===== src/rtl/sqrt_iter.sv =====
// sqrt_iter: iterative unsigned integer square root, one root bit per cycle.
// Ports:
//   aclk, areset             clock and async active-high reset
//   s_axis_cartesian_*       radicand stream (tvalid/tready/tdata)
//   m_axis_dout_*            root stream, root in low WIDTH/2 bits
module sqrt_iter #(
    parameter int WIDTH = 16
) (
    input  logic             aclk,
    input  logic             areset,
    input  logic             s_axis_cartesian_tvalid,
    output logic             s_axis_cartesian_tready,
    input  logic [WIDTH-1:0] s_axis_cartesian_tdata,
    output logic             m_axis_dout_tvalid,
    input  logic             m_axis_dout_tready,
    output logic [WIDTH-1:0] m_axis_dout_tdata
);

    localparam int HW = WIDTH / 2;
    localparam int PW = HW + 2;
    localparam int TW = HW + 4;
    localparam int CW = $clog2(HW);

    typedef enum logic [1:0] {
        IDLE,
        CALC,
        DONE
    } state_t;

    state_t          state;
    logic [WIDTH-1:0] x;
    logic [HW-1:0]   r;
    logic [PW-1:0]   p;
    logic [CW-1:0]   cnt;

    logic [TW-1:0]   p_shift;
    logic [TW-1:0]   trial;
    logic [PW-1:0]   p_next;
    logic [HW-1:0]   r_next;

    // The trial subtraction carries a spare sign bit; a set top bit means
    // the candidate root bit is 0 and the shifted remainder is kept.
    always_comb begin
        p_shift = {p, x[WIDTH-1 -: 2]};
        trial   = p_shift - {2'b00, r, 2'b01};
        p_next  = p_shift[PW-1:0];
        r_next  = {r[HW-2:0], 1'b0};
        if (!trial[TW-1]) begin
            p_next = trial[PW-1:0];
            r_next = {r[HW-2:0], 1'b1};
        end
    end

    always_ff @(posedge aclk or posedge areset) begin
        if (areset) begin
            state                   <= IDLE;
            x                       <= '0;
            r                       <= '0;
            p                       <= '0;
            cnt                     <= '0;
            s_axis_cartesian_tready <= 1'b1;
            m_axis_dout_tvalid      <= 1'b0;
            m_axis_dout_tdata       <= '0;
        end else begin
            unique case (state)
                IDLE: begin
                    if (s_axis_cartesian_tvalid && s_axis_cartesian_tready) begin
                        x                       <= s_axis_cartesian_tdata;
                        r                       <= '0;
                        p                       <= '0;
                        cnt                     <= CW'(HW - 1);
                        s_axis_cartesian_tready <= 1'b0;
                        state                   <= CALC;
                    end
                end
                CALC: begin
                    x   <= {x[WIDTH-3:0], 2'b00};
                    r   <= r_next;
                    p   <= p_next;
                    cnt <= cnt - 1'b1;
                    if (cnt == '0) begin
                        m_axis_dout_tvalid <= 1'b1;
                        m_axis_dout_tdata  <= {{(WIDTH-HW){1'b0}}, r_next};
                        state              <= DONE;
                    end
                end
                DONE: begin
                    if (m_axis_dout_tready) begin
                        m_axis_dout_tvalid      <= 1'b0;
                        s_axis_cartesian_tready <= 1'b1;
                        state                   <= IDLE;
                    end
                end
                default: state <= IDLE;
            endcase
        end
    end

endmodule


===== config.mk =====
export PLATFORM = sky130hd
export DESIGN_NAME = sqrt_iter
export DESIGN_NICKNAME = d
export VERILOG_FILES = /design/src/rtl/sqrt_iter.sv
export SDC_FILE = /design/constraint.sdc
export NUM_CORES = 1
export LEC_CHECK = 0
export CORE_ASPECT_RATIO = 1.2
export CORE_MARGIN = 8
export CORE_UTILIZATION = 58
export DETAILED_ROUTE_END_ITERATION = 6
export PLACE_DENSITY = 0.84
export SLEW_MARGIN = 40
export SYNTH_ARGS = -nofsm -noshare
export SYNTH_HDL_FRONTEND = slang
export SYNTH_SLANG_ARGS = --single-unit

===== constraint.sdc =====
create_clock -name aclk -period 6 [get_ports aclk]
set_input_delay 1.2 -clock aclk [delete_from_list [all_inputs] [get_ports aclk]]
set_output_delay 1.2 -clock aclk [all_outputs]
set_load 0.01 [all_outputs]

* Yosys cells after proc, flatten, opt, wreduce, memory -nomap -nowiden
Index checks and enable logic that the tools add are counted.
Widths: inputs -> output; s select.
** Storage, ports and cells
- Register bits after elaboration :: 49
- Output and inout port bits :: 18
- Logic and storage cells :: 46
** Operators by class
- $add $sub $neg :: 2
- Equality and inequality tests :: 5
- Muxes and demuxes :: 20
- Reduce and logical (&&, ||, !) cells :: 11
** Operator list (count)
- $pmux 16 s2 :: 1
- $mux 10 :: 2
- $pmux 10 s2 :: 1
- $mux 16 :: 1
- $pmux 8 s2 :: 1
- $sub 12x10->12 :: 1
- $reduce_and 3->1 :: 3
- $mux 8 :: 1
- $mux 2 :: 3
- $ne 2x2->1 const B :: 3
- $pmux 2 s3 :: 1
- $pmux 3 s2 :: 1
- $reduce_bool 2->1 :: 3
- $mux 1 :: 5
- $pmux 1 s2 :: 2
- $reduce_and 2->1 :: 2
- $logic_not 3->1 :: 1
- $mux 3 :: 1
- $sub 3x1->3 const B :: 1
- $eq 2x1->1 const B :: 1
- $eq 2x2->1 const B :: 1
- $logic_not 2->1 :: 1
- $logic_and 1x1->1 :: 1

* Logic depth before layout (Yosys ltp)
- Word-level depth :: 3
- Depth in mapped cells :: 9
- Depth with buffers taken out :: 8

* Least setup slack after synthesis
Ideal clock, no wire load.
- Path type :: input -> register
- From :: input port s_axis_cartesian_tvalid
- To :: register x[3]
- Setup time :: 0.135 ns
- Arrival :: 2.197 ns
- Slack :: 3.669 ns
- Stages :: 5
- Buffers on the path :: 1
- Cells stage by stage :: nand2_1 nor3b_1 buf_2 mux2i_1 o21ai_0
** On the way
- Cells in the longest elaborated chain, start to end :: 3
** Ends and longest elaborated chain
- start, declared :: RTL line 11 : input logic s_axis_cartesian_tvalid,
- $logic_and 1x1->1 :: RTL line 67 : if (s_axis_cartesian_tvalid && s_axis_cartesian_tready) begin
- $ne 2x2->1 (no source line)
- $reduce_and 2->1 (no source line)
- end signal, assigned :: RTL line 68 : x <= s_axis_cartesian_tdata;
- end signal, assigned :: RTL line 77 : x <= {x[WIDTH-3:0], 2'b00};
- end, declared :: RTL line 31 : logic [WIDTH-1:0] x;
Every way passes these cells.
A chain may end at the register's enable or synchronous reset.

* Worst setup path in the final report
- From :: register s_axis_cartesian_tready
- To :: output port s_axis_cartesian_tready
** RTL lines
- start, declared :: RTL line 12 : output logic s_axis_cartesian_tready,
- start signal, assigned :: RTL line 61 : s_axis_cartesian_tready <= 1'b1;
- start signal, assigned :: RTL line 72 : s_axis_cartesian_tready <= 1'b0;
- start signal, assigned :: RTL line 90 : s_axis_cartesian_tready <= 1'b1;
No word-level cell between the ends.

==> reports/results.md <==
| Item | Reported |
| --- | --- |
| Status | complete, no violations |
| CP max stage cell | sky130_fd_sc_hd__dfstp_2 |
| Library cell occupying the most area in the post-synthesis netlist | sky130_fd_sc_hd__dfrtp_1 |
| Global-route wire length before repair | 8.80 mm |
| Warnings, synthesis | 0 |
| Hold Path Stages | 2 |
| DRT antenna net count | 0 |
| Buffers added on ports | 29 |
| Area after DPL | 0.00290 mm² |
| Cts repair resizes | 0 |
| Max-cap violations | 0 |
| Launching point of the worst reg2reg path | r[1] |
| Delay contributed by the slowest stage of the critical path | 0.57 ns |
| Starting density of the core | 60.6% |
| ANT cells | 0 |
| Width of the die | 77.2 µm |
| Ordered list of cells on the worst path | clkdlybuf4s50_1 |
| Top-level port count | 38 |
| Layout-stage area growth over the synthesis result | 15.7% |
| Critical Path Fanout Max | 5 |
| Post-route design area | 0.00301 mm² |
| DIE HEIGHT | 89.4 µm |
| Total die area | 0.00690 mm² |
| Number of buffers inserted by hold repair at cts | 0 |
| Final-layout fill cell count | 338 |
| Bufs and invs on worst path | 1 |
| Initial antenna violation count | 0 |
| Relative slew slack | 61.0% |
| Class of the tightest hold or removal check | reg2reg |
| Setup repair after global routing missed its margin | no |
| Vias in the first global route | 1953 |
| Area fraction of the dominant cell type after synthesis | 46.1% |
| Largest buffer count on any clock path | 2 |
| Data arrival, critical path | 1.42 ns |
| Wirelength per Cell | 14.2 µm |
| Pin count of the biggest net entering global routing | 50 |
| Post-Syn Instances | 278 |
| Total iterations of the first detailed-routing run | 4 |
| Overall global routing resource usage | 15.8% |
| Hold_sp | m_axis_dout_tdata[0] |
| Top cells by area, synth | sky130_fd_sc_hd__dfrtp_1 (46%), sky130_fd_sc_hd__nand2_1 (6.8%), sky130_fd_sc_hd__o21ai_0 (6.2%) |
| Sink of the worst hold path | m_axis_dout_tdata[0] |
| Final wirelength | 5.11 mm |
| Hold violation total from the final report | 0 |
| Clock buffers created by TritonCTS | 5 |
| Routability Congestion | 0.882 |
| Setup slack of the worst register-to-register path | 3.65 ns |
| Net total in the final layout | 333 |
| # H-tree levels | 2 |
| Clk_lat worst skew | 0.31 ns |
| Setup WS pre-CTS | 3.18 ns |
| Via-to-Cell Ratio | 5.56 |
| Design Power | 0.000593 W |
| Leakage | 1.36 nW |
| Part of the cycle the worst path needs | 43.6% |
| Total count of max-transition violations in the final report | 0 |
| Mean instance size in the synthesized netlist | 9.37 µm² |
| Total number of placement rows | 26 |
| Kind of cell adding the most delay to the critical path | flip-flops |
| Post-synthesis sequential element count | 49 |
| Number of buffers inserted to repair setup after CTS | 0 |
| Number of clock sinks | 49 |
| Clock skew | 0.00626 ns |
| Netlist area before placement | 0.00260 mm² |
| CTS Root Cell | sky130_fd_sc_hd__clkbuf_8 |
| Critical Path Stages | 1 |
| Placeable core region | 0.00429 mm² |
| Worst setup SP type | flip-flop |
| Final min period | 2.62 ns |
| Slew of the pin with the lowest slew margin | 0.584 ns |
| Violation count after the first detailed-routing iteration | 95 |
| TritonCTS clock tree | yes |
| VDD IR max | 170 µV |
| Fraction of layout instances using a drive strength above 1 | 6.27% |
| Overflow after GRT | 0 |
| Setup-violating endpoint count in the final report | 0 |
| Type of the worst setup path | reg2out |
| Post-CTS clock slew at the launch and capture registers of the worst setup and hold paths | 0.09 ns |
| Unique masters post-synth | 42 |
| Via count | 1996 |
| Max Clock Freq | 0.382 GHz |
| Worst reg2reg path endpoint | p[2] |
| Critical path capture point type | output pin |
| Post-Route Setup TNS | 0 ns |
| DPL Wire Length | 3.59 mm |
| Cell count of the worst reg-to-reg path | 8 |
| CP Data Required Time | 4.80 ns |
| Final worst setup slack | 3.38 ns |
| DRC viols | 0 |
| Pwr Density | 197 mW/mm² |
| Post-synthesis sequential area ratio | 47.1% |
[cells in the mapped netlist]
library cell and instances:
sky130_fd_sc_hd__nand3_1 7, sky130_fd_sc_hd__buf_6 1, sky130_fd_sc_hd__nor2_1 11, sky130_fd_sc_hd__mux2i_2 1
sky130_fd_sc_hd__o21a_1 1, sky130_fd_sc_hd__o21ai_1 3, sky130_fd_sc_hd__a211o_2 1, sky130_fd_sc_hd__nor3b_1 1
sky130_fd_sc_hd__mux2i_1 15, sky130_fd_sc_hd__nor2b_1 2, sky130_fd_sc_hd__xor2_1 1, sky130_fd_sc_hd__o22ai_1 9
sky130_fd_sc_hd__or2_2 1, sky130_fd_sc_hd__a32oi_1 2, sky130_fd_sc_hd__a211o_1 1, sky130_fd_sc_hd__nor3_1 2
sky130_fd_sc_hd__buf_4 8, sky130_fd_sc_hd__o221ai_1 1, sky130_fd_sc_hd__o211ai_4 1, sky130_fd_sc_hd__nand2_1 47
sky130_fd_sc_hd__xnor2_1 7, sky130_fd_sc_hd__a21oi_1 9, sky130_fd_sc_hd__o211ai_1 3, sky130_fd_sc_hd__nand2b_1 3
sky130_fd_sc_hd__o21bai_1 3, sky130_fd_sc_hd__dfstp_2 1, sky130_fd_sc_hd__clkbuf_1 10, sky130_fd_sc_hd__dfrtp_1 48
sky130_fd_sc_hd__inv_1 18, sky130_fd_sc_hd__or2b_1 1, sky130_fd_sc_hd__a22o_1 2, sky130_fd_sc_hd__nand4_1 1
sky130_fd_sc_hd__a21o_1 1, sky130_fd_sc_hd__ha_1 11, sky130_fd_sc_hd__conb_1 1, sky130_fd_sc_hd__o31a_1 1
sky130_fd_sc_hd__buf_2 2, sky130_fd_sc_hd__a31oi_1 1, sky130_fd_sc_hd__o21ai_0 32, sky130_fd_sc_hd__o31ai_1 1
sky130_fd_sc_hd__o311ai_0 5, sky130_fd_sc_hd__and3_1 1
[cell type report]
type / count / area (µm²) / area share, %
tap: 56 / 70.1 / 2.33
timing repair buffer: 31 / 305 / 10.1
inverter: 18 / 70.1 / 2.33
clock buffer: 5 / 68.8 / 2.29
sequential: 49 / 1230 / 40.8
multi-input combinational: 197 / 1230 / 40.7
clock inverter: 3 / 43.8 / 1.45
[how the worst max path moves through the flow]
stage	start	end
final	s_axis_cartesian_tready	s_axis_cartesian_tready
after global placement	s_axis_cartesian_tvalid	x[12]
after detailed placement	s_axis_cartesian_tvalid	x[8]
after floorplan	areset	cnt[0]
after CTS	s_axis_cartesian_tready	s_axis_cartesian_tready
after global routing	s_axis_cartesian_tready	s_axis_cartesian_tready
[cell usage in the layout (no fill, tap or decap), types with 3 or more instances in the layout]
master and n:
sky130_fd_sc_hd__ha_1 11, sky130_fd_sc_hd__o211ai_1 3, sky130_fd_sc_hd__clkbuf_8 5, sky130_fd_sc_hd__inv_1 17
sky130_fd_sc_hd__dfrtp_1 48, sky130_fd_sc_hd__nand3_1 7, sky130_fd_sc_hd__clkdlybuf4s50_1 29, sky130_fd_sc_hd__o21bai_1 3
sky130_fd_sc_hd__o21ai_0 32, sky130_fd_sc_hd__o21ai_1 3, sky130_fd_sc_hd__conb_1 8, sky130_fd_sc_hd__xnor2_1 7
sky130_fd_sc_hd__nand2_1 47, sky130_fd_sc_hd__o311ai_0 5, sky130_fd_sc_hd__a21oi_1 9, sky130_fd_sc_hd__nor2_1 10
sky130_fd_sc_hd__mux2i_1 15, sky130_fd_sc_hd__o22ai_1 9
[where the power goes]
group / switching [W] / internal (W)
clock: 0.000116 / 0.000125
combinational: 0.0000109 / 0.0000113
sequential: 0 / 0.000330
[through the flow]
step	hold slack, ns	util, %	instances
2_1_floorplan	0.449	-	285
3_3_place_gp	0.461	67.4	351
3_5_place_dp	0.468	67.5	351
4_1_cts	0.492	70.1	359
5_1_grt	0.531	70.1	359
6_report	0.488	70.1	359
[registers in the layout, indices dropped and copies added, names as in the netlist]
name                     cells
cnt                          3
m_axis_dout_tdata            8
m_axis_dout_tvalid           1
p                           10
r                            8
s_axis_cartesian_tready      1
state                        2
x                           16
[cells by family (layout without fill, tap and decap cells)]
family	Yosys count	after routing	share of synthesized area (%)
compound gates	77	77	18.7
xor+xnor	8	8	2.69
fa+ha+maj	11	11	5.29
buf+inv	39	57	7.16
flops	49	49	47.1
mux	16	16	6.29
other cells	1	8	0.144
simple gates	77	77	12.6
[routing by layer]
metal / up-vias / global-route usage (%) / part of all wire, %
li1: 998 / - / -
met1: 947 / 18.7 / 45
met2: 43 / 26.8 / 49
met3: 8 / 4.53 / 4.0
met4: 0 / 5.84 / 2.1
met5: - / 0 / 0
(Power assumes the default switching activity.)
